`src/rtl/debouncer_multi.sv`:
```
// Multi-channel input debouncer: per-channel 2-FF synchroniser, stability filter,
// registered rise/fall pulses and a one-shot long-press detector.
module debouncer_multi #(
   parameter int   CHANNELS      = 4,
   parameter int   STABLE_CYCLES = 10,
   parameter int   LONG_CYCLES   = 1000,
   parameter logic INIT_LEVEL    = 1'b0
) (
   input  logic                clk,
   input  logic                reset,
   input  logic [CHANNELS-1:0] signal,
   output logic [CHANNELS-1:0] debounced,
   output logic [CHANNELS-1:0] rise,
   output logic [CHANNELS-1:0] fall,
   output logic [CHANNELS-1:0] long_press
);

   localparam int            CW       = $clog2(STABLE_CYCLES + 1);
   localparam logic [CW-1:0] CNT_LAST = CW'(STABLE_CYCLES - 1);

   for (genvar i = 0; i < CHANNELS; i++) begin : g_ch
      logic          ff1;
      logic          sync_q;
      logic          deb_q;
      logic          rise_q;
      logic          fall_q;
      logic          lp_q;
      logic [CW-1:0] cnt;

      // Any sample matching the current level discards progress toward a change.
      always_ff @(posedge clk or posedge reset) begin
         if (reset) begin
            ff1    <= INIT_LEVEL;
            sync_q <= INIT_LEVEL;
            deb_q  <= INIT_LEVEL;
            cnt    <= '0;
            rise_q <= 1'b0;
            fall_q <= 1'b0;
         end else begin
            ff1    <= signal[i];
            sync_q <= ff1;
            rise_q <= 1'b0;
            fall_q <= 1'b0;
            if (sync_q == deb_q) begin
               cnt <= '0;
            end else if (cnt == CNT_LAST) begin
               deb_q  <= sync_q;
               cnt    <= '0;
               rise_q <= sync_q;
               fall_q <= ~sync_q;
            end else begin
               cnt <= cnt + 1'b1;
            end
         end
      end

      if (LONG_CYCLES > 0) begin : g_long
         localparam int            HW    = $clog2(LONG_CYCLES + 1);
         localparam logic [HW-1:0] HMAX  = HW'(LONG_CYCLES);
         localparam logic [HW-1:0] HLAST = HW'(LONG_CYCLES - 1);
         logic [HW-1:0] hcnt;

         // hcnt saturates at HMAX so a single press yields exactly one pulse.
         always_ff @(posedge clk or posedge reset) begin
            if (reset) begin
               hcnt <= '0;
               lp_q <= 1'b0;
            end else if (!deb_q) begin
               hcnt <= '0;
               lp_q <= 1'b0;
            end else if (hcnt != HMAX) begin
               hcnt <= hcnt + 1'b1;
               lp_q <= (hcnt == HLAST);
            end else begin
               lp_q <= 1'b0;
            end
         end
      end else begin : g_no_long
         assign lp_q = 1'b0;
      end

      assign debounced[i]  = deb_q;
      assign rise[i]       = rise_q;
      assign fall[i]       = fall_q;
      assign long_press[i] = lp_q;
   end

endmodule

```
`config.mk`:
```
export PLATFORM = sky130hd
export DESIGN_NAME = debouncer_multi
export DESIGN_NICKNAME = d
export VERILOG_FILES = /design/src/rtl/debouncer_multi.sv
export SDC_FILE = /design/constraint.sdc
export NUM_CORES = 1
export LEC_CHECK = 0
export ABC_AREA = 1
export BUFFER_PORTS_ARGS = -buffer_cell sky130_fd_sc_hd__buf_2
export CAP_MARGIN = 25
export CORE_MARGIN = 4
export CORE_UTILIZATION = 35
export DETAILED_ROUTE_END_ITERATION = 10
export PLACE_DENSITY_LB_ADDON = 0.08
export SYNTH_ARGS = -nofsm -noshare
export SYNTH_HDL_FRONTEND = slang
export SYNTH_SLANG_ARGS = --single-unit
```
`constraint.sdc`:
```
create_clock -name clk -period 2.9 [get_ports clk]
set_input_delay 0.29 -clock clk [delete_from_list [all_inputs] [get_ports clk]]
set_output_delay 0.29 -clock clk [all_outputs]
set_load 0.02 [all_outputs]
```
# Word-level counts from Yosys, hierarchy flattened
# Cells that the tools add are included.
# word_totals
output_inout_bits	16
ramBits	0
input_bits	6
latchBits	0
regBits	80
elab_cells	112
mem_bits_ro	0
n_memories	0
# classes
addsub	8
n_lt_le_gt_ge	0
mul	0
reduce_logical	4
n_shift	0
div	0
n_bitwise	8
eq_ne	20
mux	40
# ops
operator	n
10-bit two-way mux	8
10-bit by 1-bit adder with 10-bit output (second input constant)	4
10-bit == test (second input constant)	4
10-bit inequality test (second input constant)	4
4-bit two-way mux	8
1-bit two-way mux	24
4-bit by 1-bit adder with 4-bit output (second input constant)	4
4-bit == test (second input constant)	4
2-bit by 1-bit inequality test with 1-bit output (second input constant)	4
1-bit NOT	8
2-bit AND reduction	4
1-bit == test	4

# Depth between registers and ports, before layout
# Gate-level depths: netlist of run 1.
# logic_depth
word_depth	3
mapped_depth	7
mapped_depth_nobuf	7

# Worst setup path before layout of run 1
# OpenSTA, ideal clock, no wires.
# synth_path
path_kind	reg-to-reg
start	register g_ch[3].cnt[1]
end	register g_ch[3].cnt[3]
synth_period_minus_slack_ns	1.126
t_arrival_ns	0.992
required_ns	2.766
n_path_buf	0
setup_ns	0.134
setup_slack_ns	1.774
stages_incl_launch_ff	8
path_cell_list	dfrtp_1 inv_1 ha_1 nand2_1 nor2_1 inv_1 o21ai_0 nor2_1
# synth_via
elab_chain_len	3
word_cells_on_any_way	4
classes_between	add/sub (1); eq/ne (1); mux (2)
# synth_rtl
element	line	text
from (decl)	28	logic [CW-1:0] cnt;
from (signal assigned)	52	cnt <= cnt + 1'b1;
4-bit by 1-bit adder with 4-bit output / 4-bit == test (equally long branches)	52, 46	
4-bit two-way mux (*)	46	end else if (cnt == CNT_LAST) begin
4-bit two-way mux (*)	44	if (sync_q == deb_q) begin
# Every way passes the cells marked *; elsewhere a longest branch is shown, timed or not.
# A chain may end at the register's enable or synchronous reset.

# Worst setup path in the final report of run 1
# layout_path
start	register g_ch[1].deb_q
end	output port debounced[1]
# layout_lines
element	line	text
from (decl)	24	logic deb_q;
from (signal assigned)	47	deb_q <= sync_q;
to (decl)	12	output logic [CHANNELS-1:0] debounced,
# No word-level cell between the ends.

==> run metrics, run 1 <==
status=finished clean; Syn-to-layout area delta=10.74%; 1st-pass router iterations=4; CTS Buf Count=9; tightest hold margin=0.05215 ns; worst path bufs/invs=1; Final Setup Violations=0; Placed Cells=615; CTS tree=yes; setup TNS after final layout=0 ns; worst-margin pin slew=0.7481 ns; Finished Layout Cells=629; CP endpoint kind=primary output; Tot Pwr=2.396 mW; gpl congestion=0.8147; IO Pins=22; wire length on met1=3348 um; post-synth top area cell=dfrtp_1; clock skew=0.002401 ns; n_diodes=0; Power Dens Cells=546.4 nW/um^2; initial detailed-routing violation count=145; clk_lat worst skew=0.33 ns; Critical Path AT=1.21 ns; IO Port Bufs=21; area occupied by multi-input gates=1538 um^2; Clock Tree Buf Depth=2; Yosys top cell area share=0.5055; vias in the first global route=2881; Setup Crit Path Kind=reg -> out; DP Wirelength=4971 um; Hold/Removal Path Class=in -> async; slowest cell on the critical path=dfrtp_1; clock tree sinks=80; post-CTS sizing=0; top routing layer in use=met4; clock period minus worst slack=1.502 ns; Post-Route Utilization=0.4010; initial antenna violation count=0; f_max=665.6 MHz; yosys warns=0; vias per cell=4.548; Synth Cell Area=3960 um^2; # rows=38; Pins Over Slew Limit=0; Max IR drop VDD=0.2425 mV; relative slew slack=0.5013; Vias=2861; core area=10940 um^2; main area contributors after synthesis=dfrtp_1 (51%), nand2_1 (8.0%), nor2_1 (7.4%); buffers inserted by post-CTS timing repair=0; hold buffers post-CTS=0; r2r startpoint=g_ch[3].deb_q; final net count=508; WL met2=3267 um; final setup margin=1.398 ns; syn_area_per_cell=8.372 um^2; Post-Syn Instances=473; Setup crit start kind=flip-flop; Worst-path clk slew=0.06 ns; Initial Util=0.3621; Die Y-Extent=114.4 um; final instance area=4385 um^2; Critical Path RT=2.61 ns; critical path's top delay family=flip-flops; post-route ant nets=0; # DRC=0; Final Cycle Share=0.5181; Fill cells=1139; die area=13080 um^2; first-pass GRT wire length=12900 um; layout cells sized above 1=0.1043; wire length on met3=207 um; critical path cell sequence=buf_2; GRT Residual Overflow=0; final hold violation count=0; Max stage delay on crit path=0.63 ns; Seq/Total Area, Yosys=0.5055; P_leak=2.143 nW; H-tree depth=3; post-synthesis cell type count=23; routed wire length=6939 um; Die Width=114.4 um; Wirelength per Cell=11.03 um; all-layer global routing usage=0.1233; number of synthesized register bits=80; Max FO, Critical Path=15; DP Worst Slack=1.526 ns; RSZ-0062 raised after global routing=no; Max Cap Violations=0; CTS root buf=clkbuf_16; register area=2002 um^2; crit path from=g_ch[1].deb_q; Placed Area=4123 um^2; Syn Nets=495; largest net degree at the start of global routing=42
[path summary, 6_finish.rpt]
| path | endpoint | slack (ns) | cells after the start |
|---|---|---|---|
| hold reg to reg | g_ch[0].sync_q | 0.35 | 0 |
| setup / recovery | debounced[1] | 1.40 | 1 |
| setup reg to reg | g_ch[3].cnt[3] | 1.52 | 4 |
| max in group asynchronous | g_ch[2].g_long.hcnt[0] | 2.19 | 3 |
| hold / removal | g_ch[3].g_long.hcnt[6] | 0.05 | 2 |
| min in group clk | g_ch[0].ff1 | 0.06 | 1 |
[layer usage]
metal,vias to the layer above,track usage
met1,1328,0.1597
met2,39,0.1971
li1,1483,-
met3,11,0.03647
met4,0,0.04276
met5,-,0
[final cells by class]
class	instances	share of cell area
Clock inverter	3	0.004565
Clock buffer	11	0.05535
Timing Repair Buffer	22	0.02853
Tap cell	140	0.03994
Sequential cell	80	0.4565
Multi-Input combinational cell	298	0.3506
Inverter	75	0.06448
[kinds of logic (layout without fill, tap and decap cells)]
logic type,after synthesis,count (layout),synth area share
buffers and inverters,95,111,0.1062
adders and majority gates,16,16,0.05055
DFF,80,80,0.5055
and+or+nand+nor,246,246,0.2771
xor gates and xnor gates,15,15,0.03317
AOI/OAI and AO/OA,21,21,0.02749
[placed cells by master, fill, tap and decap left out]
| cell | count |
|---|---|
| a21oi_1 | 7 |
| a31oi_1 | 3 |
| buf_12 | 1 |
| buf_2 | 21 |
| clkbuf_1 | 1 |
| clkbuf_16 | 9 |
| clkbuf_8 | 1 |
| clkinv_2 | 2 |
| clkinvlp_4 | 2 |
| dfrtp_1 | 80 |
| ha_1 | 16 |
| inv_1 | 74 |
| nand2_1 | 84 |
| nand2_2 | 5 |
| nand3_1 | 41 |
| nand3_2 | 1 |
| nand3b_1 | 3 |
| nand4_1 | 13 |
| nor2_1 | 78 |
| nor2_2 | 5 |
| nor2_4 | 4 |
| nor3_1 | 11 |
| nor3b_1 | 1 |
| o21ai_0 | 10 |
| o21ai_1 | 1 |
| xnor2_1 | 4 |
| xor2_1 | 11 |
[cells in the mapped netlist]
cell type,number
a21oi_1,7
a31oi_1,3
buf_2,3
buf_4,16
clkbuf_1,1
dfrtp_1,80
ha_1,16
inv_1,75
nand2_1,84
nand2_2,5
nand3_1,41
nand3_2,1
nand3b_1,3
nand4_1,13
nor2_1,78
nor2_2,5
nor2_4,4
nor3_1,11
nor3b_1,1
o21ai_0,10
o21ai_1,1
xnor2_1,4
xor2_1,11
[registers in the layout, summed over array words and instances, names as in the netlist]
register          flops
g_ch.ff1              4
g_ch.fall_q           4
g_ch.sync_q           4
g_ch.deb_q            4
g_ch.g_long.hcnt     40
g_ch.cnt             16
g_ch.rise_q           4
g_ch.lp_q             4
[power by group]
part | switching, mW | total (mW) | internal [mW]
Combinational | 0.0984 | 0.160 | 0.0615
Sequential | 0.0631 | 1.23 | 1.17
Clock | 0.415 | 1.01 | 0.591
Note: power is estimated with default switching activity, not from simulation.
==> run 2, diff against run 1 <==
- clock period: 2.9 -> 1.4 ns (I/O delays scaled with it)
==> run 2 against run 1 <==
  * Sequential power up 100%
  * Total power is 120% higher
  * Via count rose by 1.8%
  * Global-route usage decreased by 0.24 points
  * Highest routed layer unchanged
==> run metrics, run 2 (synthesis results as in run 1) <==
clock period minus worst slack=1.267 ns; met2 GRT Util=0.1850 (-0.01210); initial antenna violation count=0 (unchanged); final hold violation count=0 (unchanged); die area=13080 um^2 (unchanged); IO Port Bufs=21 (unchanged); n_diodes=0 (unchanged); CTS tree=yes; initial detailed-routing violation count=176 (+21%); Die Y-Extent=114.4 um (unchanged); setup TNS after final layout=0 ns (unchanged); all-layer global routing usage=0.1209 (-0.002374); final setup margin=0.1328 ns (-1.265 ns); status=finished clean; most frequent cells in the layout=nand2_1 (84), dfrtp_1 (80), nor2_1 (78); number of flip-flops under the largest register name=40 (unchanged); Max Cap Violations=0 (unchanged); layout cells sized above 1=0.1122 (+0.007930); buffers inserted by post-CTS timing repair=0 (unchanged); core area=10940 um^2 (unchanged); worst path bufs/invs=2 (+1); DP Worst Slack=0.1305 ns (-1.395 ns); CTS Buf Count=9 (unchanged); H-tree depth=3 (unchanged); grt met1 use=0.1582 (-0.001451); relative slew slack=0.7145 (+0.2132); Setup Crit Path Kind=reg -> out; vias in the first global route=2824 (-2.0%); Max FO, Critical Path=11 (-4); post-route ant nets=0 (unchanged); most common cell after layout, fill and taps aside=nand2_1; Wirelength per Cell=10.77 um (-2.4%); vias per cell=4.557 (+0.19%); Max IR drop VDD=0.6459 mV (+170%); # rows=38 (unchanged); clock tree sinks=80 (unchanged); slowest cell on the critical path=dfrtp_1; routed wire length=6881 um (-0.84%); Critical Path RT=1.26 ns (-1.35 ns); critical path cell sequence=buf_4, buf_2; largest net degree at the start of global routing=81 (+93%); Final Cycle Share=0.9051; gpl congestion=0.7690 (-5.6%); Hold/Removal Path Class=reg -> reg; met3 usage=0.03118 (-0.005285); final net count=517 (+1.8%); crit path from=g_ch[1].deb_q; worst reg2reg path depth=7 (+3); Crit Reg-Reg Endpoint=g_ch[3].cnt[3]; CTS root buf=clkbuf_16; Setup crit start kind=flip-flop; Final Setup Violations=0 (unchanged); critical path's top delay family=flip-flops; f_max=789.2 MHz; crit path to=debounced[1]; Worst-path clk slew=0.05 ns (about the same); Die Width=114.4 um (unchanged); clock skew=0.005234 ns (+0.002833 ns); Clock Tree Buf Depth=2 (unchanged); Critical Path AT=1.13 ns (-0.08 ns); IO Pins=22 (unchanged); Biggest register=g_ch.g_long.hcnt; Vias=2912 (+1.8%); # DRC=0 (unchanged); Syn-to-layout area delta=13.46%; Pins Over Slew Limit=0 (unchanged); Max stage delay on crit path=0.41 ns (-0.22 ns); worst-margin pin slew=0.4283 ns (-0.3198 ns); Initial Util=0.3621 (unchanged); largest registers=g_ch.g_long.hcnt (40), g_ch.cnt (16); DP Wirelength=4771 um (-4.0%); number of stages on the worst setup path=2 (+1); r2r startpoint=g_ch[3].cnt[1]; first-pass GRT wire length=12660 um (-1.9%); RSZ-0062 raised after global routing=no; busiest layer in global routing=met2; Power Dens Cells=1158 nW/um^2 (+110%); CP endpoint kind=primary output; P_leak=2.203 nW (+2.8%); setup slack, reg-to-reg=0.14 ns (-1.38 ns); GRT Residual Overflow=0 (unchanged); 1st-pass router iterations=6 (+2); clk_lat worst skew=0.33 ns (about the same)
## run 2: cell count changes in the layout (fill, tap and decap cells not counted), sizes merged
cell / previous run / this run
clkinv: 2 / 3
clkinvlp: 2 / 1
bufinv: 0 / 1
buf: 22 / 26
dlygate4sd3: 0 / 5
## run 2: worst min-delay path by stage
| stage | start | endpoint | slack [ns] | depth (start not counted) |
|---|---|---|---|---|
| after floorplan | signal[0] | g_ch[0].ff1 | 0.17 | 0 |
| after global placement | signal[0] | g_ch[0].ff1 | 0.25 | 1 |
| after detailed placement | signal[3] | g_ch[3].ff1 | 0.25 | 1 |
| after CTS | g_ch[0].ff1 | g_ch[0].sync_q | 0.35 | 0 |
| after global routing | g_ch[1].ff1 | g_ch[1].sync_q | 0.36 | 0 |
| final | g_ch[0].ff1 | g_ch[0].sync_q | 0.35 | 0 |
## run 2: worst register-to-register path, delay by kind of cell, from the launching register on
| kind | cells | cell delay [ns] |
|---|---|---|
| flops | 1 | 0.39 |
| buf+inv | 2 | 0.13 |
| compound gates | 1 | 0.17 |
| simple gates | 3 | 0.30 |
| fa+ha+maj | 1 | 0.14 |
## run 2: final cells by class
type                       count  area (um^2)
clock inverter                 4        45.04
sequential                    80         2002
clock buffer                  11        242.7
timing repair buffer          31        205.2
fill                        1105         6442
multi-input combinational    298         1538
tap                          140        175.2
inverter                      75        285.3
## run 2: power breakdown
group	total [mW]	switching [mW]	internal (mW)
sequential	2.52	0.0961	2.42
clock	2.29	0.880	1.41
combinational	0.397	0.244	0.152
total	5.20	1.22	3.98
## run 2: metal layers
metal | vias up | routed length (um)
met3 | 8 | 236
li1 | 1508 | -
met2 | 46 | 3100
met4 | 0 | 108
met5 | - | 0
met1 | 1350 | 3436
## run 2: timing repair
item / 4_1_cts / 5_1_grt
hold buffers: 5 / 0
setup endpoints to repair: 0 / 3
hold endpoints to repair: 84 / 0
gates resized for setup: 0 / 1
## run 2: per-stage QoR
step	total power [mW]	hold slack, ns	instances	utilization	cell area, um^2
detailed placement	2.957	0.2502	619	0.3800	4155
global placement	2.943	0.2485	619	0.3800	4155
CTS	5.315	0.3494	639	0.4109	4493
floorplan	2.844	0.1714	473	-	3964
global route	5.496	0.3591	639	0.4109	4493
finish	5.202	0.3465	639	0.4109	4493
==> run 3, diff against run 2 <==
- ABC_AREA: 1 -> 0
- REMOVE_ABC_BUFFERS: not set -> 1
==> run 3 against run 2 <==
  * The flow now finishes with violations (negative setup slack)
  * Wire length shrank 2.3%
  * Die area down 4.6%
  * Non-clock buffer count up 28
  * Clock skew about the same
  * Utilization rose by 2.0 points
  * Critical path type is now reg -> reg
  * Critical endpoint is now g_ch[0].g_long.hcnt[8]
  * Largest cell class unchanged
  * Largest power group unchanged
==> run metrics, run 3 <==
status=finished, violations left; failing checks=negative setup slack; Final Cycle Share=1.005 (+0.09942); post-route ant nets=0 (unchanged); vias in the first global route=2592 (-8.2%); all-layer global routing usage=0.1173 (-0.003645); Placed Area=4129 um^2 (-0.63%); yosys warns=0 (unchanged); Synth top cells by count=dfrtp_1 (80), nand2_1 (35), nor2_1 (24); vias per cell=4.815 (+5.7%); Initial Util=0.3616 (-0.0005666); number of synthesized register bits=80 (unchanged); final hold violation count=0 (unchanged); 1st-pass router iterations=4 (-2); met3 usage=0.02391 (-0.007271); Max Cap Violations=0 (unchanged); grt met1 use=0.1534 (-0.004792); post-synthesis cell type count=35 (+52%); tightest hold margin=0.3191 ns (-0.02744 ns); busiest layer in global routing=met2; Vias=2610 (-10%); clk_lat worst skew=0.34 ns (about the same); # DRC=0 (unchanged); die area=12480 um^2 (-4.6%); DP Wirelength=4670 um (-2.1%); syn_area_per_cell=10.70 um^2 (+28%); Biggest register=g_ch.g_long.hcnt; f_max=711.1 MHz (-9.9%); largest registers=g_ch.g_long.hcnt (40), g_ch.cnt (16); setup TNS after final layout=-0.006353 ns (-0.006353 ns); IO Pins=22 (unchanged); H-tree depth=3 (unchanged); clock tree sinks=80 (unchanged); Post-Syn Instances=352 (-26%); Max FO, Critical Path=5 (-6); Post-synth ARST share=1.000 (unchanged); IO Port Bufs=21 (unchanged); CP endpoint kind=flip-flop; CTS root buf=clkbuf_8; CTS tree=yes; worst-margin pin slew=0.4100 ns (-0.01827 ns); most common cell after layout, fill and taps aside=dfrtp_1; post-synth top area cell=dfrtp_1; Die Width=111.7 um (-2.3%); layout cells sized above 1=0.2586 (+0.1464); final net count=423 (-18%); Post-Route Utilization=0.4312 (+0.02036); Finished Layout Cells=542 (-15%); final instance area=4492 um^2 (about the same); core area=10420 um^2 (-4.7%); Final Setup Violations=1 (+1); Synth Cell Area=3766 um^2 (-4.9%); Setup Crit Path Kind=reg -> reg; routed wire length=6726 um (-2.3%); Critical Path RT=1.67 ns (+0.41 ns); main area contributors after synthesis=dfrtp_1 (53%), ha_1 (5.3%), nand2_1 (3.5%); # rows=37 (-2.6%); RSZ-0062 raised after global routing=yes; Pins Over Slew Limit=0 (unchanged); met2 GRT Util=0.1863 (+0.001239); final setup margin=-0.006353 ns (-0.1392 ns); most numerous cell in the Yosys netlist=dfrtp_1; Critical Path AT=1.68 ns (+0.55 ns); Power Dens Cells=1023 nW/um^2 (-12%); Hold/Removal Path Class=in -> async; Worst-path clk slew=0.09 ns (+0.04 ns); relative slew slack=0.7263 (+0.01187); first-pass GRT wire length=12110 um (-4.4%); Max IR drop VDD=0.5359 mV (-17%); Wirelength per Cell=12.41 um (+15%); Placed Cells=515 (-17%); clock period minus worst slack=1.406 ns (+0.1392 ns); Post-synth EDFFs=0 (unchanged); CTS Buf Count=9 (unchanged); initial antenna violation count=0 (unchanged); number of flip-flops under the largest register name=40 (unchanged); Syn-to-layout area delta=19.27%; ys flop type=dfrtp_1; Yosys top cell area share=0.5316 (+0.02603); Die Y-Extent=111.7 um (-2.3%); P_leak=1.913 nW (-13%); gpl congestion=0.7428 (-3.4%); largest net degree at the start of global routing=34 (-58%); clock skew=0.005220 ns (-0.00001449 ns); Clock Tree Buf Depth=2 (unchanged); GRT Residual Overflow=0 (unchanged); most frequent cells in the layout=dfrtp_1 (70), nand2_1 (34), buf_4 (31); initial detailed-routing violation count=94 (-47%); Setup crit start kind=flip-flop; n_diodes=0 (unchanged); Seq/Total Area, Yosys=0.5316 (+0.02603)
run 3: changes by cell type after synthesis, moves of 11 or more:
| cell | delta |
|---|---|
| nand2_1 | -49 |
| nand3_1 | -28 |
| nor2_1 | -54 |
| a21oi_1 | +11 |
| inv_1 | -53 |
| or3_1 | +11 |
run 3: path summary, 6_finish.rpt:
| check | from | slack, ns | to | cells past startpoint |
|---|---|---|---|---|
| max in group asynchronous | reset | 0.56 | g_ch[2].g_long.hcnt[2] | 4 |
| min in group clk | g_ch[3].ff1 | 0.35 | g_ch[3].sync_q | 0 |
| min reg2reg | g_ch[3].ff1 | 0.35 | g_ch[3].sync_q | 0 |
| max reg2reg | g_ch[0].g_long.hcnt[1] | -0.006 | g_ch[0].g_long.hcnt[8] | 4 |
| max | g_ch[0].g_long.hcnt[1] | -0.006 | g_ch[0].g_long.hcnt[8] | 4 |
| min | reset | 0.32 | g_ch[1].fall_q | 3 |
run 3: logic make-up (layout without fill, tap and decap cells):
group | count (synthesis) | count (layout) | synth area share
mux | 14 | 14 | 0.03854
buf+inv | 45 | 99 | 0.06146
fa+ha+maj | 16 | 16 | 0.05316
simple gates | 137 | 137 | 0.2090
flops | 80 | 80 | 0.5316
xor+xnor | 20 | 20 | 0.04651
compound gates | 40 | 40 | 0.05980
run 3: metal layers:
metal  vias up  routed length (um)
met5         -                   0
li1       1301                   -
met3         9                 171
met4         0                 125
met1      1267                3184
met2        33                3245
run 3: critical path: stages (launching register included):
cell and delay [ns]:
dfrtp_1 0.41, ha_2 0.23, nand2_4 0.07, or4_4 0.48, a21oi_2 0.15
run 3: report_power, final:
part | internal (mW) | total (mW) | switching [mW]
Clock | 0.916 | 1.76 | 0.847
Sequential | 2.40 | 2.50 | 0.0965
Combinational | 0.143 | 0.333 | 0.190
run 3: area by class of cell:
cell class | count | area (um^2)
Sequential cell | 80 | 2014
Clock buffer | 11 | 151.4
Tap cell | 136 | 170.2
Fill cell | 1012 | 5924
Timing Repair Buffer | 59 | 427.9
Inverter | 24 | 91.34
Multi-Input combinational cell | 227 | 1582
Clock inverter | 5 | 55.05
run 3: per-stage QoR:
| stage | setup slack, ns | power (mW) |
|---|---|---|
| after floorplan | -0.7917 | 2.754 |
| after global placement | 0.04402 | 2.870 |
| after detailed placement | 0.001267 | 2.874 |
| after CTS | 0.01249 | 4.684 |
| after global routing | -0.08791 | 4.867 |
| final | -0.006353 | 4.597 |
run 3: what timing repair did:
item / 4_1_cts / 5_1_grt
hold buffers: 5 / 0
setup buffers: 1 / 5
gates resized for setup: 2 / 19
pin swaps: 1 / 3
endpoints found under the setup margin: 3 / 25
hold endpoints to repair: 22 / 0
